`src/rtl/pc_resolve_pkg.sv`:
```
// Shared types and helpers for the PC resolve unit.
//   branch_cond_e : 3-bit branch condition codes
//   FLAG_*        : bit positions inside the {Z,V,N} ALU flag vector
//   state_e       : handshake FSM states
//   eval_cond     : evaluates a branch condition against the sampled flags
package pc_resolve_pkg;

   typedef enum logic [2:0] {
      CondEq  = 3'd0,
      CondLt  = 3'd1,
      CondGt  = 3'd2,
      CondO   = 3'd3,
      CondNe  = 3'd4,
      CondGeq = 3'd5,
      CondLeq = 3'd6,
      CondT   = 3'd7
   } branch_cond_e;

   localparam int unsigned FLAG_Z = 2;
   localparam int unsigned FLAG_V = 1;
   localparam int unsigned FLAG_N = 0;

   typedef enum logic {
      IDLE = 1'b0,
      DONE = 1'b1
   } state_e;

   function automatic logic eval_cond(input branch_cond_e cond, input logic [2:0] flags);
      logic z, v, n, lt;
      z  = flags[FLAG_Z];
      v  = flags[FLAG_V];
      n  = flags[FLAG_N];
      // Signed less-than as seen by the ALU flags (no overflow correction on V).
      lt = n & ~v;
      unique case (cond)
         CondEq:  eval_cond = z;
         CondLt:  eval_cond = lt;
         CondGt:  eval_cond = ~z & ~n & ~v;
         CondO:   eval_cond = v;
         CondNe:  eval_cond = ~z;
         CondGeq: eval_cond = ~lt;
         CondLeq: eval_cond = z | lt;
         CondT:   eval_cond = 1'b1;
      endcase
   endfunction

endpackage

```
`src/rtl/pc_resolve_ras_stack.sv`:
```
// Circular return-address stack.
//   clk, rst_n : clock, async active-low reset (empties the stack)
//   push       : store push_data on top; when full the oldest entry is overwritten
//   pop        : discard the top entry (ignored when empty)
//   top        : current top entry
//   count      : number of valid entries (saturates at DEPTH)
//   full/empty : count == DEPTH / count == 0
module ras_stack #(
   parameter int unsigned W     = 16,
   parameter int unsigned DEPTH = 8,
   parameter int unsigned CNT_W = $clog2(DEPTH + 1)
) (
   input  logic             clk,
   input  logic             rst_n,
   input  logic             push,
   input  logic             pop,
   input  logic [W-1:0]     push_data,
   output logic [W-1:0]     top,
   output logic [CNT_W-1:0] count,
   output logic             full,
   output logic             empty
);

   localparam int unsigned PtrW = $clog2(DEPTH);

   logic [W-1:0]     mem_q [DEPTH];
   // ptr_q is the next free slot; the top entry sits one below it.
   logic [PtrW-1:0]  ptr_q;
   logic [CNT_W-1:0] cnt_q;

   assign full  = (cnt_q == CNT_W'(DEPTH));
   assign empty = (cnt_q == '0);
   assign count = cnt_q;
   assign top   = mem_q[ptr_q - PtrW'(1)];

   // DEPTH is a power of two, so the pointer wraps for free.
   always_ff @(posedge clk or negedge rst_n) begin
      if (!rst_n) begin
         ptr_q <= '0;
         cnt_q <= '0;
         for (int i = 0; i < int'(DEPTH); i++) begin
            mem_q[i] <= '0;
         end
      end else if (push) begin
         mem_q[ptr_q] <= push_data;
         ptr_q        <= ptr_q + PtrW'(1);
         if (!full) begin
            cnt_q <= cnt_q + CNT_W'(1);
         end
      end else if (pop && !empty) begin
         ptr_q <= ptr_q - PtrW'(1);
         cnt_q <= cnt_q - CNT_W'(1);
      end
   end

endmodule

```
`src/rtl/pc_resolve_ras.sv`:
```
// Branch / call / return redirect resolution for the fetch stage.
//   req_valid/req_ready : request handshake from ID/EX (one request per 2 cycles)
//   branch/call/ret     : request kind, priority branch > call > ret
//   branch_cond, flags  : condition code and ALU {Z,V,N}, sampled at acceptance
//   pc_in, sign_ext     : requesting PC and signed branch offset
//   call_target         : low bits of the call destination
//   flush               : cancels the visible result / blocks acceptance
//   err_clr             : clears the sticky RAS error bits
//   pc_update, pc_src   : redirect target and take-enable, valid while update_done
//   update_done         : one-cycle result strobe
//   ras_count           : valid RAS entries; ras_ovf/ras_unf sticky push/pop errors
module pc_resolve_ras
   import pc_resolve_pkg::*;
#(
   parameter int unsigned PC_W  = 16,
   parameter int unsigned TGT_W = 12,
   parameter int unsigned DEPTH = 8,
   parameter int unsigned CNT_W = $clog2(DEPTH + 1)
) (
   input  logic             clk,
   input  logic             rst_n,
   input  logic             req_valid,
   output logic             req_ready,
   input  logic             branch,
   input  logic [2:0]       branch_cond,
   input  logic             call,
   input  logic             ret,
   input  logic [PC_W-1:0]  pc_in,
   input  logic [PC_W-1:0]  sign_ext,
   input  logic [TGT_W-1:0] call_target,
   input  logic [2:0]       flags,
   input  logic             flush,
   input  logic             err_clr,
   output logic [PC_W-1:0]  pc_update,
   output logic             pc_src,
   output logic             update_done,
   output logic [CNT_W-1:0] ras_count,
   output logic             ras_ovf,
   output logic             ras_unf
);

   state_e          state_q, state_d;
   logic [PC_W-1:0] pc_q, pc_d;
   logic            src_q, src_d;
   logic            ovf_q, ovf_d;
   logic            unf_q, unf_d;

   logic            accept;
   logic            ras_push, ras_pop;
   logic            ovf_ev, unf_ev;
   logic [PC_W-1:0] ras_top;
   logic            ras_full, ras_empty;
   logic            show;

   ras_stack #(
      .W     (PC_W),
      .DEPTH (DEPTH),
      .CNT_W (CNT_W)
   ) u_ras (
      .clk       (clk),
      .rst_n     (rst_n),
      .push      (ras_push),
      .pop       (ras_pop),
      .push_data (pc_in + PC_W'(1)),
      .top       (ras_top),
      .count     (ras_count),
      .full      (ras_full),
      .empty     (ras_empty)
   );

   assign accept = (state_q == IDLE) && req_valid && !flush;

   always_comb begin
      state_d  = state_q;
      pc_d     = pc_q;
      src_d    = src_q;
      ras_push = 1'b0;
      ras_pop  = 1'b0;
      ovf_ev   = 1'b0;
      unf_ev   = 1'b0;
      unique case (state_q)
         IDLE: begin
            if (accept) begin
               state_d = DONE;
               pc_d    = '0;
               src_d   = 1'b0;
               if (branch) begin
                  pc_d  = pc_in + PC_W'(1) + sign_ext;
                  src_d = eval_cond(branch_cond_e'(branch_cond), flags);
               end else if (call) begin
                  pc_d     = {pc_in[PC_W-1:TGT_W], call_target};
                  src_d    = 1'b1;
                  ras_push = 1'b1;
                  ovf_ev   = ras_full;
               end else if (ret) begin
                  if (!ras_empty) begin
                     pc_d    = ras_top;
                     src_d   = 1'b1;
                     ras_pop = 1'b1;
                  end else begin
                     unf_ev = 1'b1;
                  end
               end
            end
         end
         DONE: state_d = IDLE;
      endcase
      // A new error event on the same edge beats err_clr.
      ovf_d = ovf_ev | (ovf_q & ~err_clr);
      unf_d = unf_ev | (unf_q & ~err_clr);
   end

   always_ff @(posedge clk or negedge rst_n) begin
      if (!rst_n) begin
         state_q <= IDLE;
         pc_q    <= '0;
         src_q   <= 1'b0;
         ovf_q   <= 1'b0;
         unf_q   <= 1'b0;
      end else begin
         state_q <= state_d;
         pc_q    <= pc_d;
         src_q   <= src_d;
         ovf_q   <= ovf_d;
         unf_q   <= unf_d;
      end
   end

   // rst_n is folded in so every output reads 0 while reset is held.
   always_comb begin
      show        = (state_q == DONE) && !flush;
      req_ready   = rst_n && (state_q == IDLE) && !flush;
      update_done = show;
      pc_src      = show & src_q;
      pc_update   = show ? pc_q : '0;
      ras_ovf     = ovf_q;
      ras_unf     = unf_q;
   end

endmodule

```
`config.mk`:
```
export PLATFORM = sky130hd
export DESIGN_NAME = pc_resolve_ras
export DESIGN_NICKNAME = d
export VERILOG_FILES = /design/src/rtl/pc_resolve_pkg.sv /design/src/rtl/pc_resolve_ras_stack.sv /design/src/rtl/pc_resolve_ras.sv
export SDC_FILE = /design/constraint.sdc
export NUM_CORES = 1
export LEC_CHECK = 0
export BUFFER_PORTS_ARGS = -buffer_cell sky130_fd_sc_hd__buf_2
export CORE_MARGIN = 5
export CORE_UTILIZATION = 60
export CTS_BUF_LIST = sky130_fd_sc_hd__clkbuf_4 sky130_fd_sc_hd__clkbuf_8 sky130_fd_sc_hd__clkbuf_16
export DETAILED_ROUTE_END_ITERATION = 16
export GPL_TIMING_DRIVEN = 0
export PLACE_DENSITY = 0.81
export RECOVER_POWER = 100
export SLEW_MARGIN = 20
export SYNTH_ARGS = -nofsm -noshare
export SYNTH_HDL_FRONTEND = slang
export SYNTH_SLANG_ARGS = --single-unit
```
`constraint.sdc`:
```
create_clock -name clk -period 3.25 [get_ports clk]
set_input_delay 0 -clock clk [delete_from_list [all_inputs] [get_ports clk]]
set_output_delay 0 -clock clk [all_outputs]
set_load 0.02 [all_outputs]
```
==> impl_metrics.py, run 1 <==
metrics = {
    "run_status": {
        "status": "finished with violations",
        "violations": "max-capacitance violations, max-slew violations",
    },
    "setup_path": {
        "slowest_delay_ps": 1060,
        "rrSetupSlack_ps": 140,
        "critPathMostFrequentCell": "nand2_1",
        "path_cells": "nor4b_2 > and2_0 > buf_6 > inv_4 > nor2_1 > nand2_1 > clkbuf_1 > nand2_1 > o21ai_0",
        "crit_arrival_ps": 3390,
        "crit_fanout": 10,
        "rr_endpoint": "u_ras.mem_q[52]",
        "r2r_cells": 9,
        "critPathLaunchType": "flip-flop",
        "cp_slowest_cell": "nor4b_2",
        "rr_startpoint": "state_q",
        "setup.worst_path.class": "reg2reg",
        "endpoint_kind": "flip-flop",
        "path_buf_inv": 3,
        "cpLargestDelayFamily": "simple AND/OR/NAND/NOR gates",
        "cp.required_ps": 3530,
    },
    "hold_path": {
        "whs_path_depth": 5,
        "min_from": "call_target[8]",
        "hold_path_class": "in2reg",
        "hold_end": "pc_q[8]",
    },
    "placement": {
        "io_buffers": 81,
        "dp.cells": 1074,
        "dp_hpwl_um": 16700,
        "gp_congestion": 0.936,
    },
    "clock_network": {
        "root_buffer": "clkbuf_16",
        "clkSinkCount": 155,
        "clk_latency_ps": 440,
        "cts_htree_levels": 4,
        "clk_path_buf_depth": 2,
        "cts_buffers": 17,
        "path_clk_slew_ps": 70,
        "cts_tree": "done",
    },
    "power_and_ir_drop": {
        "p_per_area_nw_per_um2": 805,
        "finalPower_uw": 7780,
        "leakagePower_uw": 0.00442,
        "irDropWorstVdd_mv": 0.565,
    },
    "logic_synthesis": {
        "synth-warning-count": 0,
        "synth_area_um2": 8240,
        "async_flop_share_pct": 100,
        "synth-edff-count": 0,
        "syn_nets": 901,
        "synth_ff_type": "dfrtp_1",
        "ys_seq_area_share_pct": 47.1,
        "avgSynthCellArea_um2": 10.1,
        "netlist-cell-type-count": 52,
        "netlist_instances": 816,
        "synth-seq-cells": 155,
    },
    "finish": {
        "num-fill-cells": 972,
        "area_delta_synth_final_pct": 17.1,
        "multi_input_area_um2": 4040,
        "drive_gt1_share_pct": 17.8,
        "register_area_um2": 3880,
        "antennaDiodeCount": 0,
        "finalNonFillerCells": 1123,
        "nets": 1019,
    },
    "sta": {
        "min_period_ps": 3110,
        "finalCritPeriodShare_pct": 95.7,
        "setup_viol": 0,
        "rsz0062_at_grt": "no",
        "fmax_mhz": 321,
        "fin_skew_ps": 10.1,
        "tightestPinTransition_ps": 1810,
        "slew_viol_final": 70,
        "maxSlewHeadroom_pct": -20.7,
        "finalHoldViolations": 0,
    },
    "route": {
        "via_per_inst": 6.36,
        "drt_iter0_drc": 974,
        "drcViolationCount": 0,
        "num_vias": 7138,
        "drt_pass1_iterations": 5,
        "finalWirelength_um": 24300,
        "wire_per_inst_um": 21.7,
        "ant_nets": 0,
    },
    "floorplanning": {
        "die-area_um2": 16200,
        "num_rows": 42,
        "initial_utilization_pct": 61.7,
        "io_pins": 83,
        "die_w_um": 127,
        "core_region_area_um2": 13300,
        "die_h_um": 127,
    },
    "flow_run": {
        "cap_violations": 1,
    },
    "global_route": {
        "grt_pass1_vias": 7275,
        "grt_max_degree": 88,
        "grt_pass1_wl_um": 38600,
        "antenna_found_initial": 0,
        "globalRouteTotalUtil_pct": 31.1,
        "gr-total-overflow": 0,
    },
}
## repair_timing
action / 4_1_cts / 5_1_grt
setup buffers: 0 / 0
hold endpoints to repair: 80 / 0
setup endpoints to repair: 13 / 11
hold buffers: 17 / 0
gates resized for setup: 5 / 3
## registers in the layout (all words and copies together) (netlist names)
name,cells
src_q,1
u_ras.count,4
state_q,1
pc_q,16
ras_ovf,1
u_ras.ptr_q,3
ras_unf,1
u_ras.mem_q,128
## per-layer routing
layer / global-route usage, % / share of wire, % / up-vias / wire (µm)
met5: 0 / 0 / - / 0
met3: 7.68 / 9.1 / 74 / 2210
li1: - / - / 3131 / -
met2: 49.4 / 49 / 405 / 11800
met4: 11.9 / 2.9 / 0 / 711
met1: 41.6 / 39 / 3528 / 9570
## cell families after synthesis
group                    count (synthesis)  share of synthesized area [%]
AND/OR/NAND/NOR                        256                           14.0
buffers and inverters                   65                           3.73
flip-flops                             155                           47.1
XOR/XNOR                                32                           3.40
AO/OA/AOI/OAI                          222                           15.2
multiplexers                            59                           12.3
adder cells (fa/ha/maj)                 27                           4.28
## cell usage after synthesis, types with 7 or more instances
cell | count | area (µm²)
mux2_2 | 14 | 158
xor2_1 | 14 | 123
clkbuf_1 | 27 | 101
mux4_2 | 32 | 721
a21o_1 | 10 | 75.1
nand3_1 | 14 | 70.1
mux2i_1 | 12 | 120
nor2_1 | 40 | 150
nand2_1 | 146 | 548
and2_1 | 20 | 125
ha_1 | 25 | 313
a21oi_1 | 40 | 200
o21ai_0 | 136 | 681
inv_1 | 21 | 78.8
nand4_1 | 9 | 56.3
buf_2 | 7 | 35.0
xnor2_1 | 18 | 158
dfrtp_1 | 155 | 3880
## cell usage in the layout, fill, tap and decap left out, drive strengths merged, types with 4 or more instances in the layout
cell type	n
mux2	15
and2	20
a21oi	40
nor2	41
mux4	32
nand2	146
buf	81
nand4	9
nand3	14
xnor2	18
o21ai	136
a211oi	5
ha	25
inv	24
clkbuf	62
dfrtp	155
mux2i	12
a221oi	5
a22oi	4
dlygate4sd3	17
a21o	10
clkinv	9
nor4	4
nor3	4
xor2	14
## power by group
part / internal (µW) / switching (µW)
clock: 1220 / 841
combinational: 1270 / 1490
sequential: 2560 / 398
total: 5050 / 2730
## worst max path at each step
| stage | startpoint | end | slack (ps) | depth (start not counted) |
|---|---|---|---|---|
| final | state_q | u_ras.mem_q[52] | 140 | 9 |
| after global routing | u_ras.ptr_q[0] | pc_q[10] | 4 | 11 |
| after CTS | u_ras.ptr_q[0] | pc_q[10] | 70 | 11 |
| after detailed placement | u_ras.ptr_q[0] | pc_q[10] | -360 | 11 |
| after global placement | u_ras.ptr_q[0] | pc_q[10] | -300 | 11 |
| after floorplan | u_ras.ptr_q[0] | pc_q[15] | 610 | 11 |
## layout make-up
class                   count  area share (%)
multi-input cells         596            41.9
plain buffers              43            2.49
inverters                  22           0.881
well taps                 176            2.28
clock inverters            14            1.76
repair buffers             99            6.07
flip-flops and latches    155            40.2
clock buffers              18            4.48
## per-stage QoR
stage	setup WS, ps	setup TNS [ps]	instance area (µm²)	util (%)	hold WS (ps)
after floorplan	613	0	8240	-	-296
after global placement	-302	-23810	8870	66.4	214
after detailed placement	-356	-2740	8900	66.7	0.305
after CTS	66.9	0	9690	72.6	14.8
after global routing	3.88	0	9650	72.3	45.9
final	138	0	9650	72.3	21.3
## worst min-delay path: cells and delay by family
kind / cells / cell delay, ps
AOI/OAI and AO/OA: 3 / 250
buffers and inverters: 1 / 80
and+or+nand+nor: 1 / 100
Note: power is estimated with default switching activity, not from simulation.
==> inputs of run 2 (changes only) <==
clock period = 3 ns   (was 3.25 ns; I/O delays follow)
==> impl_metrics.py, run 2 (synthesis gave the netlist of run 1 again) <==
metrics = {
    "route": {
        "drt_iter0_drc": 847,
        "drt_pass1_iterations": 6,
        "finalWirelength_um": 24500,
        "wire_per_inst_um": 21.7,
        "via_per_inst": 6.38,
        "ant_nets": 0,
        "num_vias": 7174,
        "drcViolationCount": 0,
    },
    "setup_path": {
        "slowest_delay_ps": 480,
        "crit_fanout": 10,
        "endpoint_kind": "flip-flop",
        "rr_startpoint": "u_ras.ptr_q[0]",
        "critPathLaunchType": "primary input",
        "rrSetupSlack_ps": 190,
        "rr_endpoint": "pc_q[10]",
        "cpLargestDelayFamily": "simple AND/OR/NAND/NOR gates",
        "crit_start": "pc_in[0]",
        "path_cells": "buf_2 > clkbuf_1 > and4_1 > nand2_1 > xor2_2 > inv_1 > ha_1 > o21a_1 > nor2_1 > a2111oi_4 > nor4_1 > o21ai_0 > a31oi_1",
        "path_depth": 13,
        "setup.worst_path.class": "in2reg",
        "crit_end": "pc_q[15]",
        "crit_arrival_ps": 3200,
        "cp.required_ps": 3360,
        "r2r_cells": 11,
        "path_buf_inv": 3,
        "cp_slowest_cell": "nor4_1",
    },
    "hold_path": {
        "hold_path_class": "in2reg",
    },
    "sta": {
        "finalCritPeriodShare_pct": 94.5,
        "tightestPinTransition_ps": 857,
        "maxSlewHeadroom_pct": 42.5,
        "fin_skew_ps": 9.45,
        "finalHoldViolations": 0,
        "hold_ws_ps": 16.4,
        "slew_viol_final": 0,
        "rsz0062_at_grt": "no",
        "min_period_ps": 2830,
        "fmax_mhz": 353,
        "setup_viol": 0,
    },
    "global_route": {
        "grt_max_degree": 88,
        "gr-total-overflow": 0,
        "grt_pass1_vias": 7269,
        "grt_pass1_wl_um": 38600,
        "globalRouteTotalUtil_pct": 31.1,
        "antenna_found_initial": 0,
    },
    "clock_network": {
        "clkSinkCount": 155,
        "cts_buffers": 17,
        "clk_latency_ps": 440,
        "path_clk_slew_ps": 70,
        "clk_path_buf_depth": 2,
        "root_buffer": "clkbuf_16",
        "cts_tree": "done",
        "cts_htree_levels": 4,
    },
    "floorplanning": {
        "core_region_area_um2": 13300,
        "initial_utilization_pct": 61.7,
        "die_h_um": 127,
        "die_w_um": 127,
        "die-area_um2": 16200,
        "io_pins": 83,
        "num_rows": 42,
    },
    "placement": {
        "io_buffers": 81,
        "gp_congestion": 0.936,
        "dp_hpwl_um": 16700,
    },
    "finish": {
        "final_cell_mix": "dfrtp_1 (154), nand2_1 (146), o21ai_0 (136)",
        "largest-register": "u_ras.mem_q",
        "area_delta_synth_final_pct": 18.2,
        "num-fill-cells": 955,
        "antennaDiodeCount": 0,
        "largest_register_ffs": 128,
        "nets": 1021,
        "fin_util_pct": 73.0,
        "final_common_cell": "dfrtp_1",
        "drive_gt1_share_pct": 18.4,
    },
    "power_and_ir_drop": {
        "irDropWorstVdd_mv": 0.613,
        "finalPower_uw": 8490,
        "p_per_area_nw_per_um2": 872,
        "leakagePower_uw": 0.00444,
    },
    "flow_run": {
        "cap_violations": 0,
    },
    "run_status": {
        "status": "finished clean",
    },
}
## run 2: changes by cell type in the layout (fill, tap and decap cells not counted)
cell / previous run / this run
xor2_1: 13 / 8
xor2_2: 1 / 6
clkbuf_2: 3 / 0
buf_6: 7 / 9
clkbuf_1: 41 / 43
buf_8: 0 / 1
dfrtp_1: 155 / 154
dfrtp_2: 0 / 1
ha_2: 1 / 0
ha_4: 0 / 1
nor4b_2: 1 / 0
nor4b_4: 0 / 1
## run 2: metal layers
| metal | vias up | track usage (%) | wire, µm | share of wire [%] |
|---|---|---|---|---|
| met5 | - | 0 | 0 | 0 |
| met3 | 73 | 7.89 | 2300 | 9.4 |
| met1 | 3542 | 41.4 | 9460 | 39 |
| met2 | 428 | 49.6 | 11900 | 49 |
| met4 | 0 | 11.7 | 826 | 3.4 |
| li1 | 3131 | - | - | - |
## run 2: layout make-up
| cell class | count | area [µm²] | area share, % |
|---|---|---|---|
| Tap cell | 176 | 220 | 2.26 |
| Sequential cell | 155 | 3880 | 39.8 |
| Clock inverter | 14 | 170 | 1.75 |
| Inverter | 22 | 85.1 | 0.873 |
| Timing Repair Buffer | 101 | 611 | 6.27 |
| Clock buffer | 18 | 433 | 4.44 |
| Buffer | 43 | 245 | 2.52 |
| Multi-Input combinational cell | 596 | 4100 | 42.1 |
## run 2: worst min-delay path: stages
cell	delay (ps)
buf_2	80
a22oi_1	70
nor2_1	90
a21oi_1	40
o21ai_0	130
## run 2: how the worst min path moves through the flow
stage / endpoint / depth (start not counted) / from
2_1_floorplan: pc_q[0] / 0 / rst_n
3_3_place_gp: ras_ovf / 2 / err_clr
3_5_place_dp: u_ras.mem_q[82] / 1 / rst_n
4_1_cts: pc_q[8] / 5 / call_target[8]
5_1_grt: pc_q[5] / 5 / call_target[5]
6_report: pc_q[8] / 5 / call_target[8]
## run 2: what timing repair did
| action | CTS | global route |
|---|---|---|
| resized for setup | 10 | 7 |
| buffers inserted | 0 | 2 |
| endpoints found under the setup margin | 16 | 12 |
| hold endpoints to repair | 80 | 0 |
| hold buffers | 17 | 0 |
| pin swaps | 0 | 1 |
## run 2: where the power goes
group	total, µW	switching, µW	internal, µW
registers	3200	430	2770
logic	3050	1630	1420
clock network	2230	913	1320
total	8490	2980	5520
## run 2: stage by stage
step	cell area, µm²	instances	setup slack (ps)	TNS [ps]
after floorplan	8240	816	363	0
after global placement	8870	1073	-552	-66540
after detailed placement	8900	1074	-606	-6610
after CTS	9720	1123	3.13	0
after global routing	9740	1125	10.2	0
final	9740	1125	166	0
==> inputs of run 3 (changes only) <==
PLACE_DENSITY = unset   (was 0.81)
PLACE_DENSITY_LB_ADDON = 0.08   (was unset)
==> impl_metrics.py, run 3 (synthesis gave the netlist of run 1 again) <==
metrics = {
    "floorplanning": {
        "die_w_um": 127,
        "core_region_area_um2": 13300,
        "initial_utilization_pct": 61.7,
        "io_pins": 83,
        "die-area_um2": 16200,
        "num_rows": 42,
        "die_h_um": 127,
    },
    "finish": {
        "multi_input_area_um2": 4100,
        "largest_register_ffs": 128,
        "nets": 1022,
        "finalNonFillerCells": 1126,
        "final_cell_mix": "dfrtp_1 (155), nand2_1 (146), o21ai_0 (136)",
        "register_area_um2": 3880,
        "antennaDiodeCount": 0,
        "area_delta_synth_final_pct": 17.6,
        "fin_util_pct": 72.6,
        "largest-register": "u_ras.mem_q",
        "num-fill-cells": 992,
        "final_common_cell": "dfrtp_1",
        "drive_gt1_share_pct": 18.4,
    },
    "setup_path": {
        "cpLargestDelayFamily": "simple AND/OR/NAND/NOR gates",
        "setup.worst_path.class": "reg2reg",
        "critPathLaunchType": "flip-flop",
        "endpoint_kind": "flip-flop",
        "crit_fanout": 10,
        "r2r_cells": 8,
        "rr_startpoint": "state_q",
        "rr_endpoint": "u_ras.mem_q[33]",
        "rrSetupSlack_ps": 80,
        "cp.required_ps": 3310,
        "path_cells": "nor4b_4 > and2_0 > buf_6 > inv_4 > nor2_1 > and3_1 > clkbuf_2 > mux2_1",
        "path_buf_inv": 3,
        "cp_slowest_cell": "nor4b_4",
        "slowest_delay_ps": 690,
        "crit_arrival_ps": 3230,
    },
    "sta": {
        "maxSlewHeadroom_pct": -25.9,
        "fin_skew_ps": 7.09,
        "finalCritPeriodShare_pct": 97.2,
        "slew_viol_final": 74,
        "rsz0062_at_grt": "no",
        "hold_ws_ps": 4.64,
        "finalHoldViolations": 0,
        "tightestPinTransition_ps": 1890,
        "fmax_mhz": 343,
        "setup_viol": 0,
        "min_period_ps": 2920,
    },
    "global_route": {
        "grt_pass1_wl_um": 38000,
        "grt_max_degree": 84,
        "grt_pass1_vias": 7151,
        "globalRouteTotalUtil_pct": 30.8,
        "gr-total-overflow": 0,
        "antenna_found_initial": 0,
    },
    "clock_network": {
        "cts_tree": "done",
        "clk_path_buf_depth": 2,
        "cts_buffers": 17,
        "root_buffer": "clkbuf_16",
        "clkSinkCount": 155,
        "path_clk_slew_ps": 60,
        "clk_latency_ps": 430,
        "cts_htree_levels": 4,
    },
    "run_status": {
        "status": "finished with violations",
        "violations": "max-capacitance violations, max-slew violations",
    },
    "route": {
        "drt_pass1_iterations": 6,
        "via_per_inst": 6.30,
        "num_vias": 7092,
        "finalWirelength_um": 24200,
        "ant_nets": 0,
        "drt_iter0_drc": 798,
        "drcViolationCount": 0,
        "wire_per_inst_um": 21.5,
    },
    "flow_run": {
        "cap_violations": 1,
    },
    "power_and_ir_drop": {
        "p_seq_share_pct": 38.6,
        "switching_share_pct": 34.9,
        "p_clk_share_pct": 24.8,
        "irDropWorstVdd_mv": 0.520,
        "switchingPower_uw": 2900,
        "p_per_area_nw_per_um2": 858,
        "internal_power_uw": 5420,
        "leakagePower_uw": 0.00443,
        "pwr-share-comb_pct": 36.6,
    },
    "placement": {
        "dp.cells": 1074,
        "dp_hpwl_um": 17100,
        "io_buffers": 81,
        "gp_congestion": 1.00,
    },
    "hold_path": {
        "whs_path_depth": 5,
        "hold_end": "src_q",
        "min_from": "flags[2]",
        "hold_path_class": "in2reg",
    },
}
-- run 3: cell types whose count changed in the layout (fill, tap and decap cells not counted), moves of 2 or more --
cell	previous run	this run
clkinv_4	4	0
buf_6	9	7
clkbuf_8	0	3
bufinv_16	3	1
clkbuf_2	0	4
clkbuf_4	1	5
-- run 3: layout make-up --
class / count / share of cell area [%]
clock inverters: 8 / 0.697
flip-flops and latches: 155 / 40.0
well taps: 176 / 2.27
multi-input cells: 596 / 42.3
clock buffers: 24 / 5.12
inverters: 22 / 0.878
repair buffers: 102 / 6.30
plain buffers: 43 / 2.44
-- run 3: metrics by stage --
step / TNS, ps / area, µm² / setup WS (ps) / power [µW]
2_1_floorplan: 0 / 8240 / 363 / 5190
3_3_place_gp: -27720 / 8870 / -494 / 5970
3_5_place_dp: -5990 / 8900 / -611 / 6120
4_1_cts: 0 / 9690 / 35.8 / 8270
5_1_grt: 0 / 9700 / 0.465 / 8730
6_report: 0 / 9700 / 84.7 / 8320
-- run 3: what timing repair did --
item / CTS / global route
gates resized for setup: 8 / 10
setup endpoints to repair: 16 / 12
endpoints found under the hold margin: 84 / 0
hold buffers: 18 / 0
pin swaps: 0 / 1
setup buffers: 0 / 2
-- run 3: worst register-to-register path, cell delays in order, from the launching register on --
cell      delay, ps
dfrtp_1         420
nor4b_4         690
and2_0          250
buf_6           150
inv_4            60
nor2_1          240
and3_1          300
clkbuf_2        320
mux2_1          370
-- run 3: worst max-delay path by stage --
| stage | endpoint | depth (start not counted) | from | slack [ps] |
|---|---|---|---|---|
| after floorplan | pc_q[15] | 11 | u_ras.ptr_q[0] | 360 |
| after global placement | pc_q[12] | 13 | pc_in[0] | -490 |
| after detailed placement | pc_q[8] | 13 | pc_in[0] | -610 |
| after CTS | pc_q[8] | 13 | pc_in[0] | 40 |
| after global routing | pc_q[15] | 14 | pc_in[0] | 0.5 |
| final | u_ras.mem_q[33] | 8 | state_q | 80 |
-- run 3: power groups by stage --
stage	combinational (µW)	clock, µW	sequential (µW)
after CTS	3020	2060	3190
after floorplan	2070	0	3110
final	3040	2060	3210
after global routing	3300	2150	3280
after detailed placement	2900	0	3220
after global placement	2810	0	3150
-- run 3: layer usage --
metal | track usage (%) | up-vias | share of wire, %
li1 | - | 3131 | -
met1 | 39.3 | 3527 | 38
met2 | 50.5 | 353 | 49
met3 | 7.68 | 81 | 8.6
met4 | 13.4 | 0 | 4.2
met5 | 0 | - | 0
